**config.mk**
```make
export PLATFORM = sky130hd
export DESIGN_NAME = regfile_wb_arbiter_flat
export DESIGN_NICKNAME = d
export VERILOG_FILES = /design/src/rtl/regfile_wb_arbiter_if.sv /design/src/rtl/regfile_wb_arbiter.sv /design/src/flat_wrapper.sv
export SDC_FILE = /design/constraint.sdc
export NUM_CORES = 1
export LEC_CHECK = 0
export BUFFER_PORTS_ARGS = -buffer_cell sky130_fd_sc_hd__buf_2
export CORE_MARGIN = 3
export CORE_UTILIZATION = 40
export CTS_CLUSTER_DIAMETER = 80
export DETAILED_ROUTE_END_ITERATION = 12
export SLEW_MARGIN = 40
export SYNTH_ARGS = -nofsm -noshare
export SYNTH_HDL_FRONTEND = slang
export SYNTH_SLANG_ARGS = --single-unit
```
**constraint.sdc**
```tcl
create_clock -name clk -period 4.7 [get_ports clk]
set_input_delay 0.94 -clock clk [delete_from_list [all_inputs] [get_ports clk]]
set_output_delay 0.94 -clock clk [all_outputs]
set_load 0.03 [all_outputs]
```
**src/rtl/regfile_wb_arbiter_if.sv**
```systemverilog
// Writeback bus between the load unit, the ALU and the regfile write-port arbiter.
// The master modport is the requester side; the slave modport is the arbiter.
interface regfile_wb_arbiter_if #(
    parameter int DATA_W = 16,
    parameter int ADDR_W = 5
);
    logic                  mem_valid;
    logic [ADDR_W-1:0]     mem_addr;
    logic [DATA_W-1:0]     mem_data;
    logic                  mem_ready;
    logic                  alu_valid;
    logic [ADDR_W-1:0]     alu_addr;
    logic [DATA_W-1:0]     alu_data;
    logic                  alu_ready;
    logic                  write;
    logic [ADDR_W-1:0]     w_addr;
    logic [DATA_W-1:0]     d_in;
    logic [2**ADDR_W-1:0]  busy_mask;

    modport master (
        output mem_valid, mem_addr, mem_data,
        output alu_valid, alu_addr, alu_data,
        input  mem_ready, alu_ready,
        input  write, w_addr, d_in, busy_mask
    );

    modport slave (
        input  mem_valid, mem_addr, mem_data,
        input  alu_valid, alu_addr, alu_data,
        output mem_ready, alu_ready,
        output write, w_addr, d_in, busy_mask
    );
endinterface

```
**src/rtl/regfile_wb_arbiter.sv**
```systemverilog
// Shares the regfile's single write port between the load unit and the ALU.
// ALU writes that lose arbitration wait in a small FIFO; loads never overtake a queued write to the same register.
module regfile_wb_arbiter #(
    parameter int DATA_W  = 16,
    parameter int ADDR_W  = 5,
    parameter int Q_DEPTH = 2
) (
    input logic                 clk,
    input logic                 reset,
    regfile_wb_arbiter_if.slave bus
);
    localparam int PTR_W = $clog2(Q_DEPTH);
    localparam int CNT_W = $clog2(Q_DEPTH + 1);
    localparam int NREG  = 2**ADDR_W;

    typedef enum logic [1:0] {
        SRC_NONE,
        SRC_QUEUE,
        SRC_MEM,
        SRC_ALU
    } src_t;

    logic [ADDR_W-1:0]  q_addr [Q_DEPTH];
    logic [DATA_W-1:0]  q_data [Q_DEPTH];
    logic [PTR_W-1:0]   head;
    logic [PTR_W-1:0]   tail;
    logic [CNT_W-1:0]   count;
    logic [Q_DEPTH-1:0] slot_valid;
    logic [PTR_W-1:0]   slot_off;

    logic               q_full;
    logic               q_empty;
    logic               mem_hit;
    logic               mem_ready;
    logic               alu_ready;
    logic               mem_go;
    logic               alu_go;
    logic               enq;
    logic               deq;
    src_t               sel;

    logic               write_q;
    logic [ADDR_W-1:0]  w_addr_q;
    logic [DATA_W-1:0]  d_in_q;
    logic [NREG-1:0]    busy;

    assign q_full  = (count == CNT_W'(Q_DEPTH));
    assign q_empty = (count == '0);

    // Occupancy is derived from head/count, so stale slots are never looked at.
    always_comb begin
        slot_valid = '0;
        slot_off   = '0;
        mem_hit    = 1'b0;
        busy       = '0;
        for (int i = 0; i < Q_DEPTH; i++) begin
            slot_off      = PTR_W'(i) - head;
            slot_valid[i] = (CNT_W'(slot_off) < count);
            if (slot_valid[i]) begin
                busy[q_addr[i]] = 1'b1;
                if (q_addr[i] == bus.mem_addr) begin
                    mem_hit = 1'b1;
                end
            end
        end
        if (write_q) begin
            busy[w_addr_q] = 1'b1;
        end
    end

    assign mem_ready = !reset && !q_full && !mem_hit;
    assign alu_ready = !reset && !q_full;
    assign mem_go    = bus.mem_valid && mem_ready;
    assign alu_go    = bus.alu_valid && alu_ready;

    always_comb begin
        sel = SRC_NONE;
        deq = 1'b0;
        enq = 1'b0;
        if (q_full) begin
            sel = SRC_QUEUE;
            deq = 1'b1;
        end else if (mem_go) begin
            sel = SRC_MEM;
        end else if (!q_empty) begin
            sel = SRC_QUEUE;
            deq = 1'b1;
        end else if (alu_go) begin
            sel = SRC_ALU;
        end
        enq = alu_go && (sel != SRC_ALU);
    end

    always_ff @(posedge clk) begin
        if (reset) begin
            head     <= '0;
            tail     <= '0;
            count    <= '0;
            write_q  <= 1'b0;
            w_addr_q <= '0;
            d_in_q   <= '0;
        end else begin
            if (enq) begin
                tail <= tail + PTR_W'(1);
            end
            if (deq) begin
                head <= head + PTR_W'(1);
            end
            count   <= count + CNT_W'(enq) - CNT_W'(deq);
            write_q <= (sel != SRC_NONE);
            case (sel)
                SRC_QUEUE: begin
                    w_addr_q <= q_addr[head];
                    d_in_q   <= q_data[head];
                end
                SRC_MEM: begin
                    w_addr_q <= bus.mem_addr;
                    d_in_q   <= bus.mem_data;
                end
                SRC_ALU: begin
                    w_addr_q <= bus.alu_addr;
                    d_in_q   <= bus.alu_data;
                end
                default: begin
                    w_addr_q <= w_addr_q;
                    d_in_q   <= d_in_q;
                end
            endcase
        end
    end

    // Entry storage needs no reset: count alone decides which slots are live.
    always_ff @(posedge clk) begin
        if (enq) begin
            q_addr[tail] <= bus.alu_addr;
            q_data[tail] <= bus.alu_data;
        end
    end

    assign bus.mem_ready = mem_ready;
    assign bus.alu_ready = alu_ready;
    assign bus.write     = write_q;
    assign bus.w_addr    = w_addr_q;
    assign bus.d_in      = d_in_q;
    assign bus.busy_mask = busy;
endmodule

```
**src/flat_wrapper.sv**
```systemverilog
// flat-port wrapper written by rule: the top's interface ports become plain ports
module regfile_wb_arbiter_flat 
#(
    parameter int DATA_W  = 16,
    parameter int ADDR_W  = 5,
    parameter int Q_DEPTH = 2
)
  (clk, reset, bus_mem_valid, bus_mem_addr, bus_mem_data, bus_alu_valid, bus_alu_addr, bus_alu_data, bus_mem_ready, bus_alu_ready, bus_write, bus_w_addr, bus_d_in, bus_busy_mask);
  regfile_wb_arbiter_if #(.DATA_W(DATA_W), .ADDR_W(ADDR_W)) bus_i ();
  input logic clk;
  input logic reset;
  input wire logic [$bits(bus_i.mem_valid)-1:0] bus_mem_valid;
  input wire logic [$bits(bus_i.mem_addr)-1:0] bus_mem_addr;
  input wire logic [$bits(bus_i.mem_data)-1:0] bus_mem_data;
  input wire logic [$bits(bus_i.alu_valid)-1:0] bus_alu_valid;
  input wire logic [$bits(bus_i.alu_addr)-1:0] bus_alu_addr;
  input wire logic [$bits(bus_i.alu_data)-1:0] bus_alu_data;
  output wire logic [$bits(bus_i.mem_ready)-1:0] bus_mem_ready;
  output wire logic [$bits(bus_i.alu_ready)-1:0] bus_alu_ready;
  output wire logic [$bits(bus_i.write)-1:0] bus_write;
  output wire logic [$bits(bus_i.w_addr)-1:0] bus_w_addr;
  output wire logic [$bits(bus_i.d_in)-1:0] bus_d_in;
  output wire logic [$bits(bus_i.busy_mask)-1:0] bus_busy_mask;
  assign bus_i.mem_valid = bus_mem_valid;
  assign bus_i.mem_addr = bus_mem_addr;
  assign bus_i.mem_data = bus_mem_data;
  assign bus_i.alu_valid = bus_alu_valid;
  assign bus_i.alu_addr = bus_alu_addr;
  assign bus_i.alu_data = bus_alu_data;
  assign bus_mem_ready = bus_i.mem_ready;
  assign bus_alu_ready = bus_i.alu_ready;
  assign bus_write = bus_i.write;
  assign bus_w_addr = bus_i.w_addr;
  assign bus_d_in = bus_i.d_in;
  assign bus_busy_mask = bus_i.busy_mask;
  regfile_wb_arbiter #(.DATA_W(DATA_W), .ADDR_W(ADDR_W), .Q_DEPTH(Q_DEPTH)) u_core (.clk(clk), .reset(reset), .bus(bus_i));
endmodule
```
### Word level (Yosys, flattened, before mapping)

Memory sizes are Yosys's and may differ from the RTL's. A register that Yosys moved wholly into a read port is not among the register bits.
Index checks and enable logic that the tools add are counted.

* memories kept: 2
* input port bits: 46
* latch bits: 0
* bits in read-only memories: 0
* register bits after elaboration: 26
* memory bits (writable): 42

Memory list
* u_core.q_data: depth 2, width 16, rd ports 1, clocked after memory_dff 1, write ports 1, RTL line regfile_wb_arbiter.sv:24 `logic [DATA_W-1:0] q_data [Q_DEPTH];`
* u_core.q_addr: depth 2, width 5, rd ports 3, clocked after memory_dff 1, write ports 1, RTL line regfile_wb_arbiter.sv:23 `logic [ADDR_W-1:0] q_addr [Q_DEPTH];`

* multiplexer cells: 28
* $lt $le $gt $ge: 8
* equal/unequal tests: 7
* multiply operators: 0
* shift-type cells: 0
* divide/modulo/power cells: 0
* reduce and logical (&&, ||, !) cells: 14
* add/subtract/negate cells: 6
* bitwise gates (word level): 2

Operators with widths (count)
* 32-bit 2-to-1 mux: 3
* 32-bit OR: 2
* 16-bit one-hot mux with 3 select lines: 1
* 5-bit by 6-bit < comparator with 1-bit output (second input constant): 3
* 1-bit 2-to-1 mux: 16
* 1-bit demux with 5-bit select: 3
* 5-bit by 1-bit >= comparator with 1-bit output (second input constant): 3
* 5-bit one-hot mux with 3 select lines: 1
* 5-bit == test: 2
* 1-bit logical AND: 8
* 2-bit 2-to-1 mux: 4
* 2-bit == test (second input constant): 3
* 1-bit by 2-bit < comparator with 1-bit output: 2
* 1-bit logical NOT: 3
* 3-bit nonzero test: 1
* 1-bit adder (second input constant): 2
* 2-bit by 1-bit adder with 2-bit output: 1
* 2-bit by 1-bit == test with 1-bit output (second input constant): 1
* 2-bit logical NOT: 1
* 2-bit != test (second input constant): 1
* 2-bit nonzero test: 1
* 1-bit subtractor (first input constant): 2
* 2-bit by 1-bit subtractor with 2-bit output: 1

### Longest topological paths before layout

* word-level depth: 14
* gate-level depth with buffers: 10
* gate-level depth less buffers: 8

### Worst setup path after synthesis

Ideal clock, no wire load.

* path kind: input to register
* start: in reset
* end: mem u_core.q_addr[0][0], enable pin
* stages on the path: 5
* setup time: 0.432 ns
* arrival time: 3.302 ns
* buffers on the path: 1
* path slack: 0.966 ns
* required time: 4.268 ns
* cell sequence: buf_2 -> nor2_4 -> o41a_2 -> nand2_4 -> a211oi_1

* longest elaborated chain between the ends: 11

Ends and longest elaborated chain
* start: declaration: RTL line flat_wrapper.sv:11 `input logic reset;`
* 1-bit logical NOT (*): RTL line regfile_wb_arbiter.sv:72 `assign alu_ready = !reset && !q_full;`
* 1-bit logical AND (*): RTL line regfile_wb_arbiter.sv:72
* net bus_alu_ready: RTL line flat_wrapper.sv:19 `output wire logic [$bits(bus_i.alu_ready)-1:0] bus_alu_ready;`
* 1-bit logical AND: RTL line regfile_wb_arbiter.sv:74 `assign alu_go = bus.alu_valid && alu_ready;`
* 2-bit 2-to-1 mux: RTL line regfile_wb_arbiter.sv:88 `end else if (alu_go) begin`
* 2-bit 2-to-1 mux: RTL line regfile_wb_arbiter.sv:85 `end else if (!q_empty) begin`
* 2-bit 2-to-1 mux: RTL line regfile_wb_arbiter.sv:83 `end else if (mem_go) begin`
* 2-bit 2-to-1 mux: RTL line regfile_wb_arbiter.sv:80 `if (q_full) begin`
* 2-bit != test: RTL line regfile_wb_arbiter.sv:91 `enq = alu_go && (sel != SRC_ALU);`
* 1-bit logical AND (*): RTL line regfile_wb_arbiter.sv:91
* 1-bit 2-to-1 mux (*): RTL line regfile_wb_arbiter.sv:134 `if (enq) begin`
* 1-bit 2-to-1 mux (not written as such) (*): RTL line regfile_wb_arbiter.sv:135 `q_addr[tail] <= bus.alu_addr;`
* end: declaration: RTL line regfile_wb_arbiter.sv:23

The timed path passes the listed nets; every way through them passes the cells marked *.

### Worst setup path after layout

* start: in bus_mem_addr[2]
* end: out bus_mem_ready

* longest elaborated chain between the ends: 7

Ends and longest elaborated chain
* start: declaration: RTL line flat_wrapper.sv:13 `input wire logic [$bits(bus_i.mem_addr)-1:0] bus_mem_addr;`
* 5-bit == test: RTL line regfile_wb_arbiter.sv:61 `if (q_addr[i] == bus.mem_addr) begin`
* 1-bit 2-to-1 mux: RTL line regfile_wb_arbiter.sv:61
* 1-bit 2-to-1 mux: RTL line regfile_wb_arbiter.sv:59 `if (slot_valid[i]) begin`
* 1-bit 2-to-1 mux: RTL line regfile_wb_arbiter.sv:61
* 1-bit 2-to-1 mux (*): RTL line regfile_wb_arbiter.sv:59
* 1-bit logical NOT (*): RTL line regfile_wb_arbiter.sv:71 `assign mem_ready = !reset && !q_full && !mem_hit;`
* 1-bit logical AND (*): RTL line regfile_wb_arbiter.sv:71
* end: declaration: RTL line flat_wrapper.sv:18 `output wire logic [$bits(bus_i.mem_ready)-1:0] bus_mem_ready;`

Every way passes the cells marked *; elsewhere a longest branch is shown, timed or not.

==> impl_metrics.json <==
{
  "fin_cells": 592,
  "slew_viol_final": 0,
  "dieWidth_um": 107,
  "clk_latency_ns": 0.34,
  "whs_path_depth": 2,
  "yosysSeqAreaShare_pct": 43.9,
  "cts_setup_buffers": 0,
  "synth_area_leaders": "edfxtp_1 31%, dfxtp_1 13%, mux2_2 11%",
  "cts_sinks": 69,
  "switchingPower_uw": 397,
  "wl_per_cell_um": 18.7,
  "drc_errors": 0,
  "cts_tree": "done",
  "tns_ns": 0,
  "core-area_sq_mm": 0.00986,
  "power_density_mw_per_mm2": 288,
  "cp.arrival_ns": 2.33,
  "min_from": "u_core.bus.d_in[3]",
  "crit_start": "bus_mem_addr[2]",
  "grt_start_max_net_pins": 27,
  "antenna_cells": 0,
  "worstSetupEndpointType": "output port",
  "dp_hpwl_um": 7570,
  "fp.dieH_um": 107,
  "post-route-period-util_pct": 69.5,
  "multiInputGateArea_sq_mm": 0.00215,
  "ant_nets": 0,
  "hold_path.class": "flip-flop to flip-flop",
  "port-buffer-count": 101,
  "grt_antenna_before_repair": 0,
  "layout_setup_ws_ns": 1.43,
  "worstSetupStartpointType": "input pin",
  "reg2reg_slack_ns": 2.16,
  "final_common_cell": "buf_2",
  "rr_endpoint": "u_core.count[1]",
  "die-area_sq_mm": 0.0115,
  "gp_congestion": 0.839,
  "final_cell_mix": "101 x buf_2, 45 x nand2_1, 42 x edfxtp_1, 41 x mux2_2, 32 x o221ai_1",
  "cts_buffer_depth": 2,
  "status": "finished clean",
  "grt_pass1_wl_um": 17400,
  "cts_resized": 0,
  "io_pins": 102,
  "reg2reg_from": "u_core.q_addr[1][2]",
  "cts-root-buf": "clkbuf_8",
  "cp.required_ns": 3.76,
  "synthToLayoutAreaGrowth_pct": 18.7,
  "cts.clk_slew.worst_paths_ns": 0.08,
  "criticalPathCategory": "input pin to output port",
  "drt_pass1_iterations": 6,
  "ctsHoldBuffers": 0,
  "layout-drive-gt1-share_pct": 44.4,
  "whs_endpoint": "u_core.bus.d_in[3]",
  "netlist_instances": 366,
  "cp_max_fo": 23,
  "ys_types": 47,
  "fin_skew_ns": 0.0153,
  "switching_share_pct": 28.3,
  "ys_seq_elements": 69,
  "grt_use_total_pct": 19.3,
  "ff2ff_path_depth": 8,
  "via_per_inst": 5.79,
  "combPwrFrac_pct": 17.1,
  "vias": 3429,
  "syn_area_sq_mm": 0.00411,
  "synth_top_area_share_pct": 30.7,
  "p_leak_nw": 1.85,
  "wl_um": 11100,
  "rsz0062_at_grt": "false",
  "synth_top_cell_by_area": "edfxtp_1",
  "syn_nets": 413,
  "slew_headroom_pct": 47.5,
  "maxCapViolCount": 0,
  "drtIter0Drc": 304,
  "hold_viol_final": 0,
  "ys_warn_count": 0,
  "min_period_ns": 3.27,
  "start_util_pct": 41.6,
  "fmax_mhz": 306,
  "setup_viol": 0,
  "grt-ovfl-total": 0,
  "nNetsFinal": 501,
  "ctsHtreeMaxLevel": 3,
  "syn_avg_cell_area_sq_um": 11.2,
  "power_frac_seq_pct": 49.2,
  "grt_pass1_vias": 3322,
  "vdd_drop_max_mv": 0.159,
  "tightest_slew_ns": 0.784,
  "numCtsBuffers": 9,
  "clockPowerShare_pct": 33.7,
  "placed_cells": 576,
  "row_count": 36,
  "worst_hold_slack_ns": 0.566,
  "pre_cts_slack_ns": 1.44,
  "intPower_mw": 1.01,
  "n_fill_cell": 913,
  "ff_latch_area_sq_mm": 0.00180
}
[layout make-up]
type / count / area share [%]
inverters: 3 / 0.231
repair buffers: 107 / 11.3
clock inverters: 5 / 1.23
flip-flops and latches: 69 / 37.0
clock buffers: 11 / 2.69
multi-input cells: 264 / 44.2
well taps: 133 / 3.41
[per-layer routing]
metal	track usage, %	vias up	routed length (um)
met5	0	-	0
met4	5.14	0	218
met3	3.48	24	623
met2	31.3	142	5230
met1	26.7	1668	5020
li1	-	1595	-
[worst max path at each step]
stage,to,slack (ns),depth (start not counted)
floorplan,u_core.q_addr[0][0],0.97,5
global placement,u_core.bus.d_in[12],1.37,7
detailed placement,bus_mem_ready,1.44,7
CTS,bus_mem_ready,1.44,7
global route,bus_mem_ready,1.34,7
finish,bus_mem_ready,1.43,7
[power by group through the flow]
| stage | Sequential (mW) | Combinational (mW) | Clock, mW |
|---|---|---|---|
| after CTS | 0.691 | 0.241 | 0.484 |
| after global routing | 0.695 | 0.259 | 0.516 |
| after global placement | 0.703 | 0.237 | 0 |
| after detailed placement | 0.704 | 0.240 | 0 |
| final | 0.690 | 0.241 | 0.472 |
| after floorplan | 0.725 | 0.143 | 0 |
[cells in the mapped netlist (all sizes together)]
cell / instances
nand3b: 7
buf: 20
mux2: 42
and2b: 2
a21o: 1
ha: 1
mux2i: 21
or3: 4
nand2: 46
a31oi: 2
o41a: 1
or3b: 6
o31ai: 24
nor3: 2
xor2: 4
dfxtp: 27
nor2: 13
and3b: 3
a21boi: 1
o41ai: 1
and3: 2
o31a: 1
xnor2: 11
nor2b: 1
o221ai: 32
edfxtp: 42
nor3b: 4
o21ai: 2
inv: 3
clkbuf: 10
a21oi: 23
o211ai: 1
nand3: 4
a211oi: 2
[flip-flops by register name (all words and copies together), names as in the netlist, named ones only]
signal             count
u_core.q_data         32
u_core.bus.d_in       16
u_core.q_addr         10
u_core.bus.w_addr      5
u_core.count           2
u_core.bus.write       1
u_core.head            1
u_core.tail            1
[kinds of logic (layout without fill, tap and decap cells)]
logic type	Yosys count	count (layout)	synth area share, %
adder cells (fa/ha/maj)	1	1	0.305
flip-flops	69	69	43.9
multiplexers	63	63	16.6
AO/OA/AOI/OAI	91	91	19.3
XOR/XNOR	15	15	3.20
buffers and inverters	33	126	4.63
AND/OR/NAND/NOR	94	94	12.1
[worst max-delay path: stages]
cell	delay (ns)
buf_2	0.13
xnor2_1	0.15
nand2_1	0.13
o41ai_4	0.33
buf_4	0.36
nor2_1	0.09
buf_2	0.18
[through the flow]
| stage | power (mW) | area (sq um) | utilization, % |
|---|---|---|---|
| 6_report | 1.40 | 4880 | 49.4 |
| 5_1_grt | 1.47 | 4880 | 49.4 |
| 4_1_cts | 1.42 | 4880 | 49.4 |
| 3_5_place_dp | 0.944 | 4690 | 47.5 |
| 3_3_place_gp | 0.940 | 4670 | 47.4 |
| 2_1_floorplan | 0.868 | 4110 | - |
No activity file was read; power rests on OpenSTA's default activity.
